`src/rtl/fetch_if.sv`:
```
// Signal bundle between the fetch stage, the ID-stage controller and the
// synchronous instruction memory.
interface fetch_if #(parameter int PC_WIDTH = 16);
  logic                en_pc;
  logic                en_ifid;
  logic                flush_ifid;
  logic                jump;
  logic [PC_WIDTH-1:0] jump_target;
  logic                is_halt;
  logic [PC_WIDTH-1:0] imem_addr;
  logic [15:0]         imem_rdata;
  logic [15:0]         inst_id;
  logic [PC_WIDTH-1:0] pc_id;
  logic [PC_WIDTH-1:0] pc_plus1_id;
  logic                flushed;
  logic                halted;

  modport master (
    input  en_pc, en_ifid, flush_ifid, jump, jump_target, is_halt, imem_rdata,
    output imem_addr, inst_id, pc_id, pc_plus1_id, flushed, halted
  );

  modport slave (
    output en_pc, en_ifid, flush_ifid, jump, jump_target, is_halt, imem_rdata,
    input  imem_addr, inst_id, pc_id, pc_plus1_id, flushed, halted
  );
endinterface

```
`src/rtl/fetch_stage.sv`:
```
// Instruction fetch and IF/ID register. The memory read-data port acts as the
// IF/ID instruction register; hold_reg preserves it across stalls.
module fetch_stage #(
  parameter int                  PC_WIDTH = 16,
  parameter logic [PC_WIDTH-1:0] RESET_PC = '0
) (
  input logic     clk,
  input logic     reset,
  fetch_if.master fif
);

  // state | meaning
  // FILL  | first cycle after reset, pipeline empty, ID shows a bubble
  // RUN   | normal fetch; jump > flush > halt > stall > advance
  // HALT  | stopped by HLT, absorbing until reset
  typedef enum logic [1:0] {FILL, RUN, HALT} state_t;

  localparam logic [PC_WIDTH-1:0] PC_ONE = {{(PC_WIDTH-1){1'b0}}, 1'b1};

  state_t              state;
  logic [PC_WIDTH-1:0] pc_f;
  logic [PC_WIDTH-1:0] pc_id_r;
  logic [15:0]         hold_reg;
  logic                hold_v;
  logic                flushed_r;
  logic                halted_r;
  logic                stall;
  logic [15:0]         inst_cur;

  assign stall    = !fif.en_pc || !fif.en_ifid;
  assign inst_cur = hold_v ? hold_reg : fif.imem_rdata;

  assign fif.imem_addr   = pc_f;
  assign fif.inst_id     = flushed_r ? 16'h0000 : inst_cur;
  assign fif.pc_id       = pc_id_r;
  assign fif.pc_plus1_id = pc_id_r + PC_ONE;
  assign fif.flushed     = flushed_r;
  assign fif.halted      = halted_r;

  always_ff @(posedge clk) begin
    if (reset) begin
      state     <= FILL;
      pc_f      <= RESET_PC;
      pc_id_r   <= RESET_PC;
      hold_reg  <= 16'h0000;
      hold_v    <= 1'b0;
      flushed_r <= 1'b1;
      halted_r  <= 1'b0;
    end else begin
      case (state)
        FILL: begin
          pc_f      <= RESET_PC + PC_ONE;
          pc_id_r   <= RESET_PC;
          hold_v    <= 1'b0;
          flushed_r <= 1'b0;
          state     <= RUN;
        end
        RUN: begin
          if (fif.jump) begin
            pc_f      <= fif.jump_target;
            hold_v    <= 1'b0;
            flushed_r <= 1'b1;
          end else if (fif.flush_ifid) begin
            hold_v    <= 1'b0;
            flushed_r <= 1'b1;
            if (fif.en_pc) begin
              pc_f    <= pc_f + PC_ONE;
              pc_id_r <= pc_f;
            end
          end else if (fif.is_halt && !stall) begin
            state     <= HALT;
            flushed_r <= 1'b1;
            halted_r  <= 1'b1;
          end else if (stall) begin
            // A bubble is never captured; the flushed flag simply persists.
            if (!hold_v && !flushed_r) begin
              hold_reg <= inst_cur;
              hold_v   <= 1'b1;
            end
          end else begin
            pc_f      <= pc_f + PC_ONE;
            pc_id_r   <= pc_f;
            hold_v    <= 1'b0;
            flushed_r <= 1'b0;
          end
        end
        HALT: begin
          flushed_r <= 1'b1;
          halted_r  <= 1'b1;
        end
        default: state <= FILL;
      endcase
    end
  end

endmodule
```
`src/flat_wrapper.sv`:
```
// flat-port wrapper written by rule: the top's interface ports become plain ports
module fetch_stage_flat 
#(
  parameter int                  PC_WIDTH = 16,
  parameter logic [PC_WIDTH-1:0] RESET_PC = '0
)
  (clk, reset, fif_en_pc, fif_en_ifid, fif_flush_ifid, fif_jump, fif_jump_target, fif_is_halt, fif_imem_rdata, fif_imem_addr, fif_inst_id, fif_pc_id, fif_pc_plus1_id, fif_flushed, fif_halted);
  fetch_if #(.PC_WIDTH(PC_WIDTH)) fif_i ();
  input logic clk;
  input logic reset;
  input wire logic [$bits(fif_i.en_pc)-1:0] fif_en_pc;
  input wire logic [$bits(fif_i.en_ifid)-1:0] fif_en_ifid;
  input wire logic [$bits(fif_i.flush_ifid)-1:0] fif_flush_ifid;
  input wire logic [$bits(fif_i.jump)-1:0] fif_jump;
  input wire logic [$bits(fif_i.jump_target)-1:0] fif_jump_target;
  input wire logic [$bits(fif_i.is_halt)-1:0] fif_is_halt;
  input wire logic [$bits(fif_i.imem_rdata)-1:0] fif_imem_rdata;
  output wire logic [$bits(fif_i.imem_addr)-1:0] fif_imem_addr;
  output wire logic [$bits(fif_i.inst_id)-1:0] fif_inst_id;
  output wire logic [$bits(fif_i.pc_id)-1:0] fif_pc_id;
  output wire logic [$bits(fif_i.pc_plus1_id)-1:0] fif_pc_plus1_id;
  output wire logic [$bits(fif_i.flushed)-1:0] fif_flushed;
  output wire logic [$bits(fif_i.halted)-1:0] fif_halted;
  assign fif_i.en_pc = fif_en_pc;
  assign fif_i.en_ifid = fif_en_ifid;
  assign fif_i.flush_ifid = fif_flush_ifid;
  assign fif_i.jump = fif_jump;
  assign fif_i.jump_target = fif_jump_target;
  assign fif_i.is_halt = fif_is_halt;
  assign fif_i.imem_rdata = fif_imem_rdata;
  assign fif_imem_addr = fif_i.imem_addr;
  assign fif_inst_id = fif_i.inst_id;
  assign fif_pc_id = fif_i.pc_id;
  assign fif_pc_plus1_id = fif_i.pc_plus1_id;
  assign fif_flushed = fif_i.flushed;
  assign fif_halted = fif_i.halted;
  fetch_stage #(.PC_WIDTH(PC_WIDTH), .RESET_PC(RESET_PC)) u_core (.clk(clk), .reset(reset), .fif(fif_i));
endmodule
```
`config.mk`:
```
export PLATFORM = sky130hd
export DESIGN_NAME = fetch_stage_flat
export DESIGN_NICKNAME = d
export VERILOG_FILES = /design/src/rtl/fetch_if.sv /design/src/rtl/fetch_stage.sv /design/src/flat_wrapper.sv
export SDC_FILE = /design/constraint.sdc
export NUM_CORES = 1
export LEC_CHECK = 0
export CORE_ASPECT_RATIO = 0.75
export CORE_MARGIN = 2
export CORE_UTILIZATION = 35
export DETAILED_ROUTE_END_ITERATION = 8
export PLACE_DENSITY = 0.7
export SYNTH_ARGS = -nofsm -noshare
export SYNTH_HDL_FRONTEND = slang
export SYNTH_SLANG_ARGS = --single-unit
```
`constraint.sdc`:
```
create_clock -name clk -period 2.5 [get_ports clk]
set_input_delay 0.5 -clock clk [delete_from_list [all_inputs] [get_ports clk]]
set_output_delay 0.5 -clock clk [all_outputs]
set_load 0.1 [all_outputs]
```
==> metrics.md <==
| Metric | Value |
|---|---|
| Worst-path clk slew | `0.07 ns` |
| Row cnt | `29` |
| CP Class | `reg -> out` |
| Slew Limit Headroom | `0.593` |
| Post-route setup slack | `0.103 ns` |
| Fin. max-slew vios | `0` |
| Multi-input gate area | `2210 um2` |
| Crit Reg-Reg Startpoint | `u_core.state[1]` |
| Total number of vias | `3146` |
| Starting Density | `0.367` |
| N_diodes | `0` |
| Number of global-route vias before repair | `2916` |
| DRC viols | `0` |
| Final setup violation count | `0` |
| Total gr overflow | `0` |
| CP Capture Type | `output port` |
| Worst endpoint required time | `2.00 ns` |
| CP startpoint kind | `register` |
| Tot GR Track Use | `0.186` |
| Total core area | `8600 um2` |
| Syn avg cell area | `8.04 um2` |
| Crit-path slowest cell | `dfxtp_4` |
| Flop and latch count out of synthesis | `53` |
| Asr flop ratio synth | `0` |
| Final period util | `0.959` |
| Clock root cell | `clkbuf_16` |
| Critical path endpoint | `fif_pc_plus1_id[13]` |
| Number of flops mapped to enable cells by yosys | `0` |
| Final nets | `536` |
| Crit path DAT | `1.90 ns` |
| DR vias/cell | `5.26` |
| Peak supply drop | `833 uV` |
| TritonCTS clock tree | `built` |
| HP Class | `reg -> reg` |
| Crit-path cells | `nand4_1, nor2_4, and4_4, nand4_1, xnor2_4, buf_12` |
| Global-route wire length before repair | `14900 um` |
| R2R Setup Slk | `0.40 ns` |
| Top_reg_cell synth | `dfxtp_1` |
| Post-synth top area share | `0.337` |
| Leakage | `1.95 nW` |
| Mapped Cells | `392` |
| Clock Latency Late Sink | `0.29 ns` |
| Pre-CTS setup slack | `0.0357 ns` |
| Worst-Margin Slew | `0.611 ns` |
| IO buf count | `104` |
| Seq. cell area | `1100 um2` |
| Total CTS buffers | `5` |
| Post-DP HPWL | `6830 um` |
| Worst-case reg-to-reg path depth | `8` |
| Sequential-to-total area share from yosys stat | `0.337` |
| Status | `completed` |
| Final hold violations | `0` |
| DR iter-0 viols | `163` |
| Most frequent CP cell | `nand4_1` |
| RSZ-0062 raised after global routing | `yes` |
| Max Cap Viol | `0` |
| Share of layout cells above drive strength 1 | `0.324` |
| Max Root-Sink Buffers | `2` |
| Critical path launch point | `u_core.fif.pc_id[2]` |
| Vert. Die Dim | `86.2 um` |
| DP Area | `4810 um2` |
| Final instance area | `4990 um2` |
| Leading area contributor after synthesis | `dfxtp_1` |
| Die width | `114 um` |
| Mapped Area | `3150 um2` |
| Maximum operating frequency | `417 MHz` |
| Pre-antenna DRT Iters | `4` |
| Fill count | `730` |
| Ys Warns | `0` |
| # clock sinks | `53` |
| Leading post-synthesis cells by cell area | `dfxtp_1, nand2_1, mux2i_1` |
| H-tree levels | `2` |
| Syn Nets | `439` |
| Area Growth Syn to Fin | `58.4%` |
| Gpl congestion | `0.835` |
| Post-Layout Cell Count | `598` |
| Final min period | `2.40 ns` |
| Largest net degree at the start of global routing | `52` |
| Wire length per cell | `15.6 um` |
| CP max stage delay | `0.40 ns` |
| Die footprint | `9790 um2` |
| Power density cells | `1020 nW/um2` |
| Post-CTS Hold Buffers | `0` |
| I/O Pins | `105` |
| R2r endpoint | `u_core.fif.imem_addr[3]` |
| Inst Count DP | `589` |
| Synth cell types | `54` |
| Crit path max fanout | `6` |
| Initial antenna violation count | `0` |
| Post-Route WL | `9310 um` |
| Clock skew | `0.00436 ns` |
| Post-DRT Antenna Nets | `0` |
| Hold WS | `0.453 ns` |
## synthesized netlist by cell type (3+ instances only)
cell type / number
a21oi_1: 27
a221oi_1: 3
a41o_1: 13
buf_2: 11
clkbuf_1: 17
dfxtp_1: 53
ha_1: 8
inv_1: 8
mux2i_1: 20
nand2_1: 57
nand2b_1: 8
nand3_1: 12
nand4_1: 12
nor2_1: 42
nor3_1: 6
nor3b_1: 14
nor4_1: 3
o2111ai_1: 3
o21ai_0: 9
o31ai_1: 5
xnor2_1: 14
xor2_1: 6
## where the power goes
group          internal (W)  switching, W  leakage (nW)
Combinational      0.000936       0.00211          1.43
Clock              0.000475      0.000313        0.0810
Sequential         0.000976      0.000279         0.440
Total               0.00239       0.00270          1.95
## logic make-up after synthesis
| kind of cell | count (synthesis) | synth area share |
|---|---|---|
| buf+inv | 39 | 0.0532 |
| xor+xnor | 20 | 0.0556 |
| simple gates | 172 | 0.271 |
| flops | 53 | 0.337 |
| mux | 23 | 0.0754 |
| fa+ha+maj | 8 | 0.0318 |
| compound gates | 77 | 0.176 |
## layout by cell type (no fill, tap or decap), drive strengths merged, types with 14 or more instances in the layout
| master | instances |
|---|---|
| nor2 | 42 |
| buf | 83 |
| mux2i | 20 |
| xnor2 | 14 |
| nand3 | 14 |
| nor3b | 14 |
| a21oi | 28 |
| dfxtp | 53 |
| clkdlybuf4s50 | 37 |
| nand2 | 57 |
## critical path: cells and delay by family (launching register included)
family	cells	cell delay, ns
DFF	1	0.40
xor gates and xnor gates	1	0.22
and+or+nand+nor	4	0.79
buffers and inverters	1	0.19
## cell type report
class | count | share of cell area
clock inverter | 2 | 0.00777
timing repair buffer | 120 | 0.269
multi-input combinational | 300 | 0.443
clock buffer | 6 | 0.0258
sequential | 53 | 0.221
inverter | 9 | 0.00677
tap | 108 | 0.0271
## how the worst min path moves through the flow
stage / from / to / slack, ns / depth (start not counted)
after floorplan: u_core.hold_reg[0] / u_core.hold_reg[0] / 0.44 / 2
after global placement: u_core.hold_reg[11] / u_core.hold_reg[11] / 0.44 / 2
after detailed placement: u_core.hold_reg[7] / u_core.hold_reg[7] / 0.45 / 2
after CTS: u_core.hold_reg[7] / u_core.hold_reg[7] / 0.46 / 2
after global routing: u_core.hold_reg[7] / u_core.hold_reg[7] / 0.47 / 2
final: u_core.hold_reg[1] / u_core.hold_reg[1] / 0.45 / 2
## through the flow
stage / util / TNS (ns) / power, W
floorplan: - / -0.199 / 0.00343
global placement: 0.559 / 0 / 0.00427
detailed placement: 0.559 / 0 / 0.00430
CTS: 0.578 / 0 / 0.00509
global route: 0.580 / -0.00198 / 0.00531
finish: 0.580 / 0 / 0.00509
## per-layer routing
metal | global-route usage | share of wire
met2 | 0.270 | 0.44
met4 | 0.0410 | 0.0069
met5 | 0 | 0
met1 | 0.287 | 0.49
met3 | 0.0322 | 0.058
## repair_timing
action | 4_1_cts | 5_1_grt
setup buffers | 0 | 1
gates resized for setup | 0 | 3
setup endpoints to repair | 0 | 2
Power figures use the tool's default switching activity.
